===== config.mk =====
export PLATFORM = sky130hd
export DESIGN_NAME = line_fetcher_flat
export DESIGN_NICKNAME = d
export VERILOG_FILES = /design/src/rtl/ntsc_pkg.sv /design/src/rtl/line_fetcher_if.sv /design/src/rtl/line_buffer_ram.sv /design/src/rtl/line_fetcher.sv /design/src/flat_wrapper.sv
export SDC_FILE = /design/constraint.sdc
export NUM_CORES = 1
export LEC_CHECK = 0
export ABC_AREA = 1
export CELL_PAD_IN_SITES_DETAIL_PLACEMENT = 0
export CELL_PAD_IN_SITES_GLOBAL_PLACEMENT = 2
export CORE_AREA = 2 2 265 267
export CTS_CLUSTER_SIZE = 40
export DETAILED_ROUTE_END_ITERATION = 8
export DIE_AREA = 0 0 267 269
export PLACE_DENSITY = 0.78
export SYNTH_ARGS = -nofsm -noshare
export SYNTH_HDL_FRONTEND = slang
export SYNTH_SLANG_ARGS = --single-unit
export TNS_END_PERCENT = 10

===== constraint.sdc =====
create_clock -name clk -period 1.6 [get_ports clk]
set_input_delay 0.24 -clock clk [delete_from_list [all_inputs] [get_ports clk]]
set_output_delay 0.24 -clock clk [all_outputs]
set_load 0.01 [all_outputs]

===== src/rtl/ntsc_pkg.sv =====
// Shared definitions for the NTSC pixel pipeline.
//   PIXEL_W / COORD_W : widths of pixel codes and screen coordinates
//   pixel_code_t      : 3-bit colour codes understood by the Ntsc timing stage
//   fetch_state_t     : line fetcher FSM states
//   pix_code()        : maps a 2-bit source pixel onto the visible grey ramp
package ntsc_pkg;

  localparam int PIXEL_W = 3;
  localparam int COORD_W = 10;

  typedef enum logic [PIXEL_W-1:0] {
    PIX_BLANK        = 3'd0,
    PIX_DARK_GREY    = 3'd1,
    PIX_GREY         = 3'd2,
    PIX_LIGHT_GREY   = 3'd3,
    PIX_WHITE        = 3'd4,
    PIX_BRIGHT_WHITE = 3'd5
  } pixel_code_t;

  typedef enum logic [2:0] {
    IDLE,
    REQ,
    WAIT,
    DRAIN,
    DONE
  } fetch_state_t;

  // Source value 0..3 becomes dark grey..white; blank is never produced here.
  function automatic logic [PIXEL_W-1:0] pix_code(input logic [1:0] v);
    return PIX_DARK_GREY + PIXEL_W'(v);
  endfunction

endpackage


===== src/rtl/line_fetcher_if.sv =====
// Framebuffer read port between the line fetcher (master) and memory (slave).
//   mem_req    : read request, held with mem_addr until accepted
//   mem_addr   : pixel address in the framebuffer
//   mem_ack    : request accepted when mem_req && mem_ack
//   mem_rvalid : read data valid, in order, >= 1 cycle after acceptance
//   mem_rdata  : 2-bit source pixel
interface line_fetcher_if #(
  parameter int ADDR_W = 15
) ();

  logic              mem_req;
  logic [ADDR_W-1:0] mem_addr;
  logic              mem_ack;
  logic              mem_rvalid;
  logic [1:0]        mem_rdata;

  modport master (
    output mem_req,
    output mem_addr,
    input  mem_ack,
    input  mem_rvalid,
    input  mem_rdata
  );

  modport slave (
    input  mem_req,
    input  mem_addr,
    output mem_ack,
    output mem_rvalid,
    output mem_rdata
  );

endinterface


===== src/rtl/line_buffer_ram.sv =====
// Ping-pong line storage: simple dual-port RAM, synchronous write (fetch side)
// and synchronous read (display side). Contents are never reset; validity is
// tracked by the owner.
//   clk   : clock
//   we    : write enable
//   waddr : write address {bank, col}
//   wdata : write data
//   raddr : read address {bank, col}
//   rdata : registered read data (one cycle after raddr)
module line_buffer_ram #(
  parameter int AW     = 8,
  parameter int DATA_W = 2
) (
  input  logic              clk,
  input  logic              we,
  input  logic [AW-1:0]     waddr,
  input  logic [DATA_W-1:0] wdata,
  input  logic [AW-1:0]     raddr,
  output logic [DATA_W-1:0] rdata
);

  logic [DATA_W-1:0] mem [0:(2**AW)-1];

  always_ff @(posedge clk) begin
    if (we) begin
      mem[waddr] <= wdata;
    end
    rdata <= mem[raddr];
  end

endmodule


===== src/rtl/line_fetcher.sv =====
// Line fetcher: fills the back bank of a ping-pong line buffer with the next
// source row over the framebuffer handshake, while the front bank feeds the
// Ntsc timing stage with 3-bit pixel codes.
//   clk, reset       : pixel clock, synchronous active-high reset
//   line_start       : 1-cycle pulse at end of each line; swaps banks
//   fetch_y          : row to fetch, sampled on line_start
//   pixel_x          : current output column from Ntsc
//   pixel_is_visible : Ntsc visible-area flag
//   pixel_data       : pixel code, one cycle after pixel_x
//   overrun          : 1-cycle pulse when a line starts before the fetch ended
//   mem              : framebuffer read port (master)
module line_fetcher
  import ntsc_pkg::*;
#(
  parameter int SRC_W    = 128,
  parameter int SRC_H    = 200,
  parameter int ADDR_W   = 15,
  parameter int X_OFFSET = 128,
  parameter int X_SHIFT  = 1
) (
  input  logic               clk,
  input  logic               reset,
  input  logic               line_start,
  input  logic [COORD_W-1:0] fetch_y,
  input  logic [COORD_W-1:0] pixel_x,
  input  logic               pixel_is_visible,
  output logic [PIXEL_W-1:0] pixel_data,
  output logic               overrun,
  line_fetcher_if.master     mem
);

  localparam int CW = $clog2(SRC_W);
  localparam logic [COORD_W-1:0] SRC_H_C = COORD_W'(SRC_H);
  localparam logic [COORD_W-1:0] SRC_W_C = COORD_W'(SRC_W);
  localparam logic [COORD_W-1:0] X_OFF_C = COORD_W'(X_OFFSET);

  // SRC_W is a power of two, so row*SRC_W + col is a plain concatenation.
  function automatic logic [ADDR_W-1:0] addr_of(input logic [COORD_W-1:0] y,
                                                input logic [CW-1:0]      c);
    return ADDR_W'({y, c});
  endfunction

  fetch_state_t       state;
  logic [CW-1:0]      col;
  logic [CW-1:0]      col_nxt;
  logic               front;
  logic [1:0]         bank_valid;
  logic [COORD_W-1:0] fy;
  logic               row_ok;
  logic               row_ok_in;
  logic               wr_en;
  logic               last_beat;
  logic               must_drain;

  assign row_ok_in = (fetch_y < SRC_H_C);
  assign wr_en     = (state == WAIT) && mem.mem_rvalid;
  assign last_beat = wr_en && (&col);
  assign col_nxt   = col + CW'(1);

  // A read is still in flight after this edge if we are waiting without data,
  // or the request is being accepted right now.
  assign must_drain = (((state == WAIT) || (state == DRAIN)) && !mem.mem_rvalid) ||
                      ((state == REQ) && mem.mem_ack);

  always_ff @(posedge clk) begin
    if (reset) begin
      state        <= IDLE;
      col          <= '0;
      front        <= 1'b0;
      bank_valid   <= 2'b00;
      fy           <= '0;
      row_ok       <= 1'b0;
      mem.mem_req  <= 1'b0;
      mem.mem_addr <= '0;
      overrun      <= 1'b0;
    end else begin
      overrun <= 1'b0;
      if (line_start) begin
        front  <= ~front;
        fy     <= fetch_y;
        row_ok <= row_ok_in;
        col    <= '0;
        // Old front becomes the new back and is cleared. Old back becomes the
        // new front: valid only if its fetch finished (possibly on this edge).
        bank_valid[front]  <= 1'b0;
        bank_valid[~front] <= bank_valid[~front] | last_beat;
        overrun <= (state == REQ) || (state == DRAIN) ||
                   ((state == WAIT) && !last_beat);
        if (must_drain) begin
          state       <= DRAIN;
          mem.mem_req <= 1'b0;
        end else if (row_ok_in) begin
          state        <= REQ;
          mem.mem_req  <= 1'b1;
          mem.mem_addr <= addr_of(fetch_y, '0);
        end else begin
          state       <= IDLE;
          mem.mem_req <= 1'b0;
        end
      end else begin
        case (state)
          IDLE: ;
          REQ: begin
            if (mem.mem_ack) begin
              state       <= WAIT;
              mem.mem_req <= 1'b0;
            end
          end
          WAIT: begin
            if (mem.mem_rvalid) begin
              if (&col) begin
                state              <= DONE;
                bank_valid[~front] <= 1'b1;
              end else begin
                state        <= REQ;
                col          <= col_nxt;
                mem.mem_req  <= 1'b1;
                mem.mem_addr <= addr_of(fy, col_nxt);
              end
            end
          end
          DRAIN: begin
            // The one stale read returns here and is dropped.
            if (mem.mem_rvalid) begin
              if (row_ok) begin
                state        <= REQ;
                mem.mem_req  <= 1'b1;
                mem.mem_addr <= addr_of(fy, '0);
              end else begin
                state <= IDLE;
              end
            end
          end
          DONE:    state <= IDLE;
          default: state <= IDLE;
        endcase
      end
    end
  end

  // ---- stage p0: pixel_x -> buffer read address and window gate ----
  logic [COORD_W-1:0] dx_p0;
  logic [COORD_W-1:0] sx_p0;
  logic               vld_p0;
  logic [CW:0]        rd_addr_p0;

  assign dx_p0      = pixel_x - X_OFF_C;
  assign sx_p0      = dx_p0 >> X_SHIFT;
  assign vld_p0     = pixel_is_visible && (pixel_x >= X_OFF_C) &&
                      (sx_p0 < SRC_W_C) && bank_valid[front];
  assign rd_addr_p0 = {front, sx_p0[CW-1:0]};

  // ---- stage p1: registered RAM data and gate -> pixel code ----
  logic       vld_p1;
  logic [1:0] rd_p1;

  line_buffer_ram #(
    .AW     (CW + 1),
    .DATA_W (2)
  ) u_ram (
    .clk   (clk),
    .we    (wr_en),
    .waddr ({~front, col}),
    .wdata (mem.mem_rdata),
    .raddr (rd_addr_p0),
    .rdata (rd_p1)
  );

  always_ff @(posedge clk) begin
    if (reset) begin
      vld_p1 <= 1'b0;
    end else begin
      vld_p1 <= vld_p0;
    end
  end

  assign pixel_data = vld_p1 ? pix_code(rd_p1) : PIXEL_W'(PIX_BLANK);

endmodule


===== src/flat_wrapper.sv =====
// flat-port wrapper written by rule: the top's interface ports become plain ports
module line_fetcher_flat import ntsc_pkg::*;
#(
  parameter int SRC_W    = 128,
  parameter int SRC_H    = 200,
  parameter int ADDR_W   = 15,
  parameter int X_OFFSET = 128,
  parameter int X_SHIFT  = 1
)
  (clk, reset, line_start, fetch_y, pixel_x, pixel_is_visible, pixel_data, overrun, mem_mem_req, mem_mem_addr, mem_mem_ack, mem_mem_rvalid, mem_mem_rdata);
  line_fetcher_if #(.ADDR_W(ADDR_W)) mem_i ();
  input  logic clk;
  input  logic reset;
  input  logic line_start;
  input  logic [COORD_W-1:0] fetch_y;
  input  logic [COORD_W-1:0] pixel_x;
  input  logic pixel_is_visible;
  output logic [PIXEL_W-1:0] pixel_data;
  output logic overrun;
  output wire logic [$bits(mem_i.mem_req)-1:0] mem_mem_req;
  output wire logic [$bits(mem_i.mem_addr)-1:0] mem_mem_addr;
  input wire logic [$bits(mem_i.mem_ack)-1:0] mem_mem_ack;
  input wire logic [$bits(mem_i.mem_rvalid)-1:0] mem_mem_rvalid;
  input wire logic [$bits(mem_i.mem_rdata)-1:0] mem_mem_rdata;
  assign mem_mem_req = mem_i.mem_req;
  assign mem_mem_addr = mem_i.mem_addr;
  assign mem_i.mem_ack = mem_mem_ack;
  assign mem_i.mem_rvalid = mem_mem_rvalid;
  assign mem_i.mem_rdata = mem_mem_rdata;
  line_fetcher #(.SRC_W(SRC_W), .SRC_H(SRC_H), .ADDR_W(ADDR_W), .X_OFFSET(X_OFFSET), .X_SHIFT(X_SHIFT)) u_core (.clk(clk), .reset(reset), .line_start(line_start), .fetch_y(fetch_y), .pixel_x(pixel_x), .pixel_is_visible(pixel_is_visible), .pixel_data(pixel_data), .overrun(overrun), .mem(mem_i));
endmodule

==> After elaboration in Yosys (flattened, before gate mapping) <==
Memory sizes are Yosys's and may differ from the RTL's. A register that Yosys moved wholly into a read port is not among the register bits.
Index checks and enable logic that the tools add are counted.
{ "word_totals": {"regBits": 40, "ramBits": 512, "in_bits": 28, "output_inout_bits": 20, "word_cells": 111, "mem_count": 1} }
{ "op_classes": {"addsub": 3, "magnitude_cmp": 7, "eq_ne": 11, "n_mux": 42, "n_bitwise": 7, "n_reduce_logical": 30} }
{ "memory_table": {"columns": ["name", "words", "width", "read_ports", "rd_ports_with_merged_regs", "wr", "line", "source"], "rows": [
  ["u_core.u_ram.mem", 256, 2, 1, 1, 1, "line_buffer_ram.sv:22", "logic [DATA_W-1:0] mem [0:(2**AW)-1];"]
]} }
{ "op_table": {"columns": ["operator", "count"], "rows": [
  ["$mux W15", 7],
  ["$pmux W15 S2", 1],
  ["$mux W3", 7],
  ["$mux W1", 18],
  ["$reduce_and A7 Y1", 2],
  ["$ne A3 B3 Y1 const B", 4],
  ["$pmux W3 S4", 1],
  ["$ge A10 B8 Y1 const B", 1],
  ["$logic_and A1 B1 Y1", 10],
  ["$lt A10 B8 Y1 const B", 1],
  ["$sub A10 B8 Y10 const B", 1],
  ["$lt A9 B8 Y1 const B", 1],
  ["$mux W2", 4],
  ["$add A7 B1 Y7 const B", 1],
  ["$eq A3 B2 Y1 const B", 2],
  ["$reduce_and A3 Y1", 2],
  ["$reduce_and A6 Y1", 1],
  ["$reduce_bool A2 Y1", 3],
  ["$logic_or A1 B1 Y1", 4],
  ["$lt A1 B2 Y1 const B", 2],
  ["$ne A2 B2 Y1 const B", 2],
  ["$reduce_and A4 Y1", 1],
  ["$reduce_bool A4 Y1", 1],
  ["$reduce_or A2 Y1", 2],
  ["16 further kinds", 21]
]} }

==> Depth between registers and ports, before layout <==
Gate-level depths: netlist of run 1.
{ "logic_depth": {"word_depth": 10, "mapped_depth": 14, "ltp_nobuf": 11} }

==> By module <==
Synthesis of run 1 repeated with hierarchy kept, for this count alone.
{ "hier_totals": {"hier_cells": 2328, "hier_area_um2": 24095.6} }
{ "modules_own_cells": {"columns": ["module", "n_inst", "cells_per_inst", "area_each_um2", "seq_area_each_um2"], "rows": [
  ["line_buffer_ram", 1, 2055, 22126.2, 15414.8],
  ["line_fetcher", 1, 273, 1969.4, 800.8]
]} }

==> Worst setup path after synthesis of run 1 <==
Ideal clock, no wire load.
{ "synth_timing": {"kind": "register -> register", "startpoint": "register u_core.state[1]", "endpoint": "memory u_core.u_ram.mem[144][0] (enable)", "setup_ns": 0.309, "arrival_ns": 1.389, "required_time_ns": 1.291, "setup_slack_ns": -0.098, "path_stages_with_launch": 10, "path_buffers": 1, "synth_period_minus_slack_ns": 1.698, "cell_sequence": "dfxtp_1 > inv_1 > nor2_4 > nand2_4 > nor2_4 > inv_4 > nor2_4 > nand3_2 > buf_6 > nor2_1"} }
{ "synth_via": {"elab_chain_len": 4} }
{ "synth_lines": {"columns": ["element", "line", "source"], "rows": [
  ["from (decl)", "line_fetcher.sv:43", "fetch_state_t state;"],
  ["from (signal assigned)", "line_fetcher.sv:67", "state <= IDLE;"],
  ["from (signal assigned)", "line_fetcher.sv:90", "state <= DRAIN;"],
  ["from (signal assigned)", "line_fetcher.sv:93", "state <= REQ;"],
  ["$eq A3 B2 Y1", "line_fetcher.sv:56", "assign wr_en = (state == WAIT) && mem.mem_rvalid;"],
  ["$logic_and A1 B1 Y1", "line_fetcher.sv:56", null],
  ["$mux W1", "line_buffer_ram.sv:25", "if (we) begin"],
  ["$mux W1 (implied by the code)", "line_buffer_ram.sv:26", "mem[waddr] <= wdata;"],
  ["to (decl)", "line_buffer_ram.sv:22", null]
]} }
No other way between the ends.

==> Worst setup path after layout of run 1 <==
{ "layout_timing": {"startpoint": "register u_core.state[1]", "endpoint": "memory u_core.u_ram.mem[80][1] (enable)"} }
The elaborated chain is that of the path after synthesis.

==> results of run 1 <==
power breakdown:
group	switching, mW	leakage (nW)	internal [mW]
combinational	1.46	4.47	0.781
clock	5.61	0.912	7.63
sequential	0.0308	4.95	15.9
total	7.10	10.3	24.3
critical path: stages (launching register included):
cell,delay [ns]
dfxtp_2,0.33
inv_2,0.04
nor2_4,0.10
nand2_4,0.07
nor2_4,0.17
inv_4,0.07
nor2_4,0.17
buf_12,0.13
nand3_4,0.09
buf_12,0.18
nor2_4,0.12
synth_stat cells (2+ instances only):
master	instances	share of area (%)
clkbuf_1	29	0.46
a211oi_1	2	0.063
edfxtp_1	512	64
inv_2	2	0.031
mux2i_1	8	0.33
nor2_1	307	4.8
nor3_1	7	0.15
buf_1	8	0.13
dfxtp_1	42	3.5
nand3_2	3	0.13
ha_1	6	0.31
nand2_1	607	9.5
inv_1	40	0.63
nand3_1	501	10
nand2_2	7	0.18
nand4_1	2	0.052
o21ai_0	10	0.21
inv_4	2	0.052
buf_4	21	0.66
a21oi_1	13	0.27
buf_2	67	1.4
o21ai_1	8	0.17
nor2_4	5	0.24
xor2_1	3	0.11
buf_6	25	1.2
o22ai_1	2	0.052
cell families (layout without fill, tap and decap cells):
family / Yosys count / after routing / share of synthesized area [%]
AOI/OAI and AO/OA: 42 / 42 / 1.057
xor gates and xnor gates: 3 / 3 / 0.1099
adders and majority gates: 6 / 6 / 0.3140
buffers and inverters: 195 / 384 / 4.595
DFF: 554 / 554 / 67.83
muxes: 8 / 8 / 0.3350
and+or+nand+nor: 1443 / 1443 / 25.76
routing by layer:
| layer | up-vias | GRT usage [%] |
|---|---|---|
| met5 | - | 0 |
| met4 | 0 | 5.132 |
| met3 | 111 | 2.502 |
| met2 | 408 | 31.61 |
| met1 | 8369 | 24.43 |
| li1 | 8066 | - |
flip-flops by register name (all words and copies together), names as in the netlist:
register	flops
u_core.row_ok	1
u_core.col	7
u_core.front	1
u_core.u_ram.mem	512
u_core.u_ram.rdata	2
u_core.bank_valid	2
u_core.mem.mem_req	1
u_core.overrun	1
u_core.fy	8
u_core.mem.mem_addr	15
u_core.vld_p1	1
u_core.state	3
final timing paths:
path | startpoint | to | slack, ns | depth (start not counted)
min reg2reg | u_core.mem.mem_addr[8] | u_core.mem.mem_addr[8] | 0.48 | 2
min | fetch_y[0] | u_core.fy[0] | 0.28 | 3
max reg2reg | u_core.state[1] | u_core.u_ram.mem[80][1] | -0.19 | 10
max | u_core.state[1] | u_core.u_ram.mem[80][1] | -0.19 | 10
timing repair:
action | in CTS | in global routing
pin swaps | 6 | 7
endpoints found under the hold margin | 22 | 0
resized for setup | 288 | 118
hold buffers | 2 | 0
gates cloned | 0 | 1
setup endpoints to repair | 545 | 535
buffers inserted | 0 | 4
cell type report:
cell class | count | area (um2) | area share, %
sequential | 554 | 16230 | 54.32
inverter | 44 | 177.7 | 0.5946
timing repair buffer | 231 | 2670 | 8.936
multi-input combinational | 1502 | 7760 | 25.97
clock buffer | 69 | 1493 | 4.996
tap | 940 | 1176 | 3.936
clock inverter | 40 | 374.1 | 1.252
metrics by stage:
step           instances  setup TNS (ns)
3_5_place_dp        3264         -241.80
3_3_place_gp        3264         -229.71
5_1_grt             3380          -89.95
6_report            3380          -47.45
2_1_floorplan       2251          -19.05
4_1_cts             3375          -45.16
==> results.sh, run 1 <==
export IMPL_status="complete, but fails checks"
export IMPL_violations="setup timing"
export IMPL_hpwl_um=42680
export IMPL_grt_use_total_pct=18.41
export IMPL_finalCritPeriodShare_pct=112.2
export IMPL_worst_pin_slew_ns=0.3959
export IMPL_die_w_um=267
export IMPL_power_mw=31.36
export IMPL_cp_end_kind="register"
export IMPL_worstPathArrival_ns=2.11
export IMPL_async_reset_ff_share_pct=0
export IMPL_ys_flop_type="edfxtp_1"
export IMPL_grt_max_degree=65
export IMPL_drc_errors=0
export IMPL_most_common_layout_cells="nand2_1 (600), edfxtp_1 (512), nand3_1 (493)"
export IMPL_layout_commonest_cell="nand2_1"
export IMPL_grt_pass1_vias=16790
export IMPL_htreeDepth=2
export IMPL_slew_headroom_pct=72.93
export IMPL_min_delay_path_class="in2reg"
export IMPL_ys_types=38
export IMPL_diodes=0
export IMPL_hold_ws_ns=0.2802
export IMPL_crit_required_ns=1.92
export IMPL_crit_fanout=8
export IMPL_num_rows=97
export IMPL_rsz0062_at_grt="true"
export IMPL_wl_um=65800
export IMPL_critPathKind="reg2reg"
export IMPL_numClockSinks=554
export IMPL_wl_met1_um=28690
export IMPL_numCtsBuffers=58
export IMPL_avgRoutedWirePerCell_um=19.47
export IMPL_layout_setup_ws_ns=-0.1950
export IMPL_drt_iter0_markers=1300
export IMPL_io_pins=48
export IMPL_antenna_found_initial=0
export IMPL_placed_area_mm2=0.02675
export IMPL_finalNetCount=2425
export IMPL_post_route_util_pct=43.12
export IMPL_cts_clk_slew_worst_paths_ns=0.06
export IMPL_drv_cap=0
export IMPL_top_layer="met4"
export IMPL_ys_warn_count=0
export IMPL_finalSetupViolCount=476
export IMPL_hold_viol=0
export IMPL_insertion_delay_ns=0.62
export IMPL_ant_nets=0
export IMPL_tritoncts="built"
export IMPL_synthCells=2251
export IMPL_met2_length_um=32100
export IMPL_dr_wl_met3_um=3274
export IMPL_layout_min_cycle_time_ns=1.795
export IMPL_dieArea_mm2=0.07182
export IMPL_finalWeightedCongestion=0.7983
export IMPL_fillers=6510
export IMPL_syn_area_mm2=0.02391
export IMPL_pre_cts_slack_ns=-0.5262
export IMPL_crit_path_start_kind="register"
export IMPL_drv_slew=0
export IMPL_port_buffer_count=46
export IMPL_cts_root_buf="clkbuf_16"
export IMPL_area_growth_pct=24.99
export IMPL_ys_seq_area_share_pct=67.83
export IMPL_grt_pass1_wl_um=99760
export IMPL_max_freq_mhz=557.1
export IMPL_synth_nets=2285
export IMPL_final_area_mm2=0.02988
export IMPL_coreArea_mm2=0.06930
export IMPL_power_leakage_nw=10.33
export IMPL_vias_per_cell=5.016
export IMPL_avgSynthCellArea_um2=10.62
export IMPL_ys_ff_latch=554
export IMPL_finClkSkew_ns=0.01571
export IMPL_start_util_pct=34.50
export IMPL_drive_gt1_share_pct=24.22
export IMPL_cts_path_max_buffers=3
export IMPL_powerDensity_mw_per_mm2=1049
export IMPL_synth_edf_count=512
export IMPL_first_pass_iters=6
export IMPL_gr_total_overflow=0
export IMPL_ir_worst_vdd_mv=0.8624
export IMPL_dr_total_vias=16954
export IMPL_fp_dieH_um=269
Note: power is estimated with default switching activity, not from simulation.
==> run 2, diff against run 1 <==
--- a/config.mk
+++ b/config.mk
@@ -8,11 +8,11 @@
 export ABC_AREA = 1
 export CELL_PAD_IN_SITES_DETAIL_PLACEMENT = 0
 export CELL_PAD_IN_SITES_GLOBAL_PLACEMENT = 2
-export CORE_AREA = 2 2 265 267
+export CORE_AREA = 2 2 254 256
 export CTS_CLUSTER_SIZE = 40
 export DETAILED_ROUTE_END_ITERATION = 8
-export DIE_AREA = 0 0 267 269
-export PLACE_DENSITY = 0.78
+export DIE_AREA = 0 0 256 258
+export PLACE_DENSITY = 0.84
 export SYNTH_ARGS = -nofsm -noshare
 export SYNTH_HDL_FRONTEND = slang
 export SYNTH_SLANG_ARGS = --single-unit
==> run 2 against run 1 <==
  * The flow still finishes with violations (setup timing)
  * Count of clock-buffer cells in the layout is the same
  * Critical path depth shrank 1
  * Via count grew 0.38%
  * Die area shrank 8.0%
  * Clock power shrank 3%
  * Flip-flop and latch count is the same
  * Setup slack gained 0.022 ns
  * Largest cell class unchanged
  * Largest power group unchanged
==> results.sh, run 2 (same netlist as run 1, synthesis figures left out) <==
export IMPL_pre_cts_slack_ns=-0.5434
export IMPL_drv_cap=0
export IMPL_finalCritPeriodShare_pct=110.8
export IMPL_pwr_share_seq_pct=51.3
export IMPL_violations="setup timing"
export IMPL_finalNetCount=2426
export IMPL_most_common_layout_cells="nand2_1 (598), edfxtp_1 (512), nand3_1 (487)"
export IMPL_critPathKind="reg2reg"
export IMPL_ir_worst_vdd_mv=0.7629
export IMPL_start_util_pct=37.56
export IMPL_htreeDepth=2
export IMPL_tritoncts="built"
export IMPL_grt_pass1_vias=16942
export IMPL_ant_nets=0
export IMPL_top_register="u_core.u_ram.mem"
export IMPL_finalWeightedCongestion=0.8351
export IMPL_insertion_delay_ns=0.62
export IMPL_p_int_mw=23.93
export IMPL_dieArea_mm2=0.06605
export IMPL_hold_viol=0
export IMPL_power_leakage_nw=10.36
export IMPL_crit_required_ns=1.92
export IMPL_top_usage_layer="met2"
export IMPL_port_buffer_count=46
export IMPL_largest_reg_flops=512
export IMPL_slew_headroom_pct=68.55
export IMPL_grt_max_degree=94
export IMPL_coreArea_mm2=0.06365
export IMPL_finClkSkew_ns=0.01759
export IMPL_met3_usage_pct=3.416
export IMPL_switching_share_pct=22.65
export IMPL_die_w_um=256
export IMPL_status="complete, but fails checks"
export IMPL_setup_tns_ns=-37.03
export IMPL_pwr_share_clk_pct=41.4
export IMPL_worst_pin_slew_ns=0.4718
export IMPL_finalSetupViolCount=432
export IMPL_grt_use_met1_pct=25.29
export IMPL_hpwl_um=41890
export IMPL_worstPathArrival_ns=2.09
export IMPL_cp_end_kind="register"
export IMPL_vias_per_cell=5.168
export IMPL_cts_root_buf="clkbuf_16"
export IMPL_reg_top3="u_core.u_ram.mem x512, u_core.mem.mem_addr x15, u_core.fy x8"
export IMPL_grt_use_total_pct=19.63
export IMPL_avgRoutedWirePerCell_um=20.12
export IMPL_max_freq_mhz=564.0
export IMPL_powerDensity_mw_per_mm2=1023
export IMPL_grt_pass1_wl_um=98840
export IMPL_wl_um=66250
export IMPL_layout_commonest_cell="nand2_1"
export IMPL_area_growth_pct=26.52
export IMPL_dr_total_vias=17019
export IMPL_layout_min_cycle_time_ns=1.773
export IMPL_cts_path_max_buffers=3
export IMPL_rsz0062_at_grt="true"
export IMPL_antenna_found_initial=0
export IMPL_layout_setup_ws_ns=-0.1729
export IMPL_drive_gt1_share_pct=24.57
export IMPL_grt_use_met2_pct=33.37
export IMPL_numCtsBuffers=56
export IMPL_cts_clk_slew_worst_paths_ns=0.06
export IMPL_min_delay_path_class="in2reg"
export IMPL_crit_fanout=7
export IMPL_crit_path_start_kind="register"
export IMPL_io_pins=48
export IMPL_combPwrFrac_pct=7.2
export IMPL_first_pass_iters=5
export IMPL_drc_errors=0
export IMPL_drt_iter0_markers=1404
export IMPL_numClockSinks=554
export IMPL_fp_dieH_um=258
export IMPL_p_sw_mw=7.009
export IMPL_drv_slew=0
export IMPL_gr_total_overflow=0
export IMPL_num_rows=93
export IMPL_diodes=0
## run 2: cell types whose count changed in the layout (fill, tap and decap cells not counted), sizes merged
cell,previous run,this run
clkinv,28,24
dlygate4sd3,2,1
clkbuf,71,72
bufinv,6,5
buf,190,193
## run 2: cell type report
type / instances / area (um2)
inverters: 44 / 175.2
clock inverters: 35 / 297.8
repair buffers: 234 / 2749
clock buffers: 69 / 1471
multi-input cells: 1502 / 8245
fillers: 5680 / 33410
flip-flops and latches: 554 / 16240
well taps: 855 / 1070
## run 2: power by group through the flow
stage               Sequential, mW  Clock [mW]  Combinational, mW
floorplan                     16.2           0               1.13
global placement              16.2           0               2.15
detailed placement            16.2           0               2.18
CTS                           15.9        13.0               2.20
global route                  15.9        13.6               2.45
finish                        15.9        12.8               2.24
## run 2: metal layers
metal | vias up | wire length [um]
li1 | 8067 | -
met1 | 8366 | 27640
met2 | 459 | 32480
met3 | 127 | 3841
met4 | 0 | 2286
met5 | - | 0
## run 2: worst paths after layout
path | slack (ns) | to | cells after the start | start
min reg2reg | 0.48 | u_core.mem.mem_addr[10] | 2 | u_core.mem.mem_addr[10]
min | 0.12 | u_core.u_ram.mem[14][0] | 2 | mem_mem_rdata[0]
max | -0.17 | u_core.u_ram.mem[50][1] | 9 | u_core.state[1]
max reg2reg | -0.17 | u_core.u_ram.mem[50][1] | 9 | u_core.state[1]
## run 2: repair_timing
action,CTS,global route
endpoints found under the setup margin,552,535
buffers inserted,6,1
hold endpoints to repair,6,0
hold buffers,1,0
gates resized for setup,328,180
pin swaps,9,9
gates cloned,1,3
## run 2: through the flow
| stage | hold WS, ns | util (%) | instances | cell area [um2] | total power [mW] |
|---|---|---|---|---|---|
| floorplan | 0.3389 | - | 2251 | 23970 | 17.33 |
| global placement | 0.4711 | 41.88 | 3177 | 26660 | 18.33 |
| detailed placement | 0.4758 | 41.88 | 3177 | 26660 | 18.36 |
| CTS | 0.1149 | 46.26 | 3289 | 29440 | 31.13 |
| global route | 0.1223 | 47.52 | 3293 | 30240 | 31.93 |
| finish | 0.1160 | 47.52 | 3293 | 30240 | 30.94 |
## run 2: worst max-delay path, cell delays in order, from the launching register on
cell and delay, ns:
dfxtp_2 0.33, inv_2 0.04, nor2_4 0.10, nand2_4 0.07, nor2_4 0.18, buf_4 0.14, nand4_1 0.10, buf_6 0.18
clkbuf_16 0.21, nor2_4 0.11
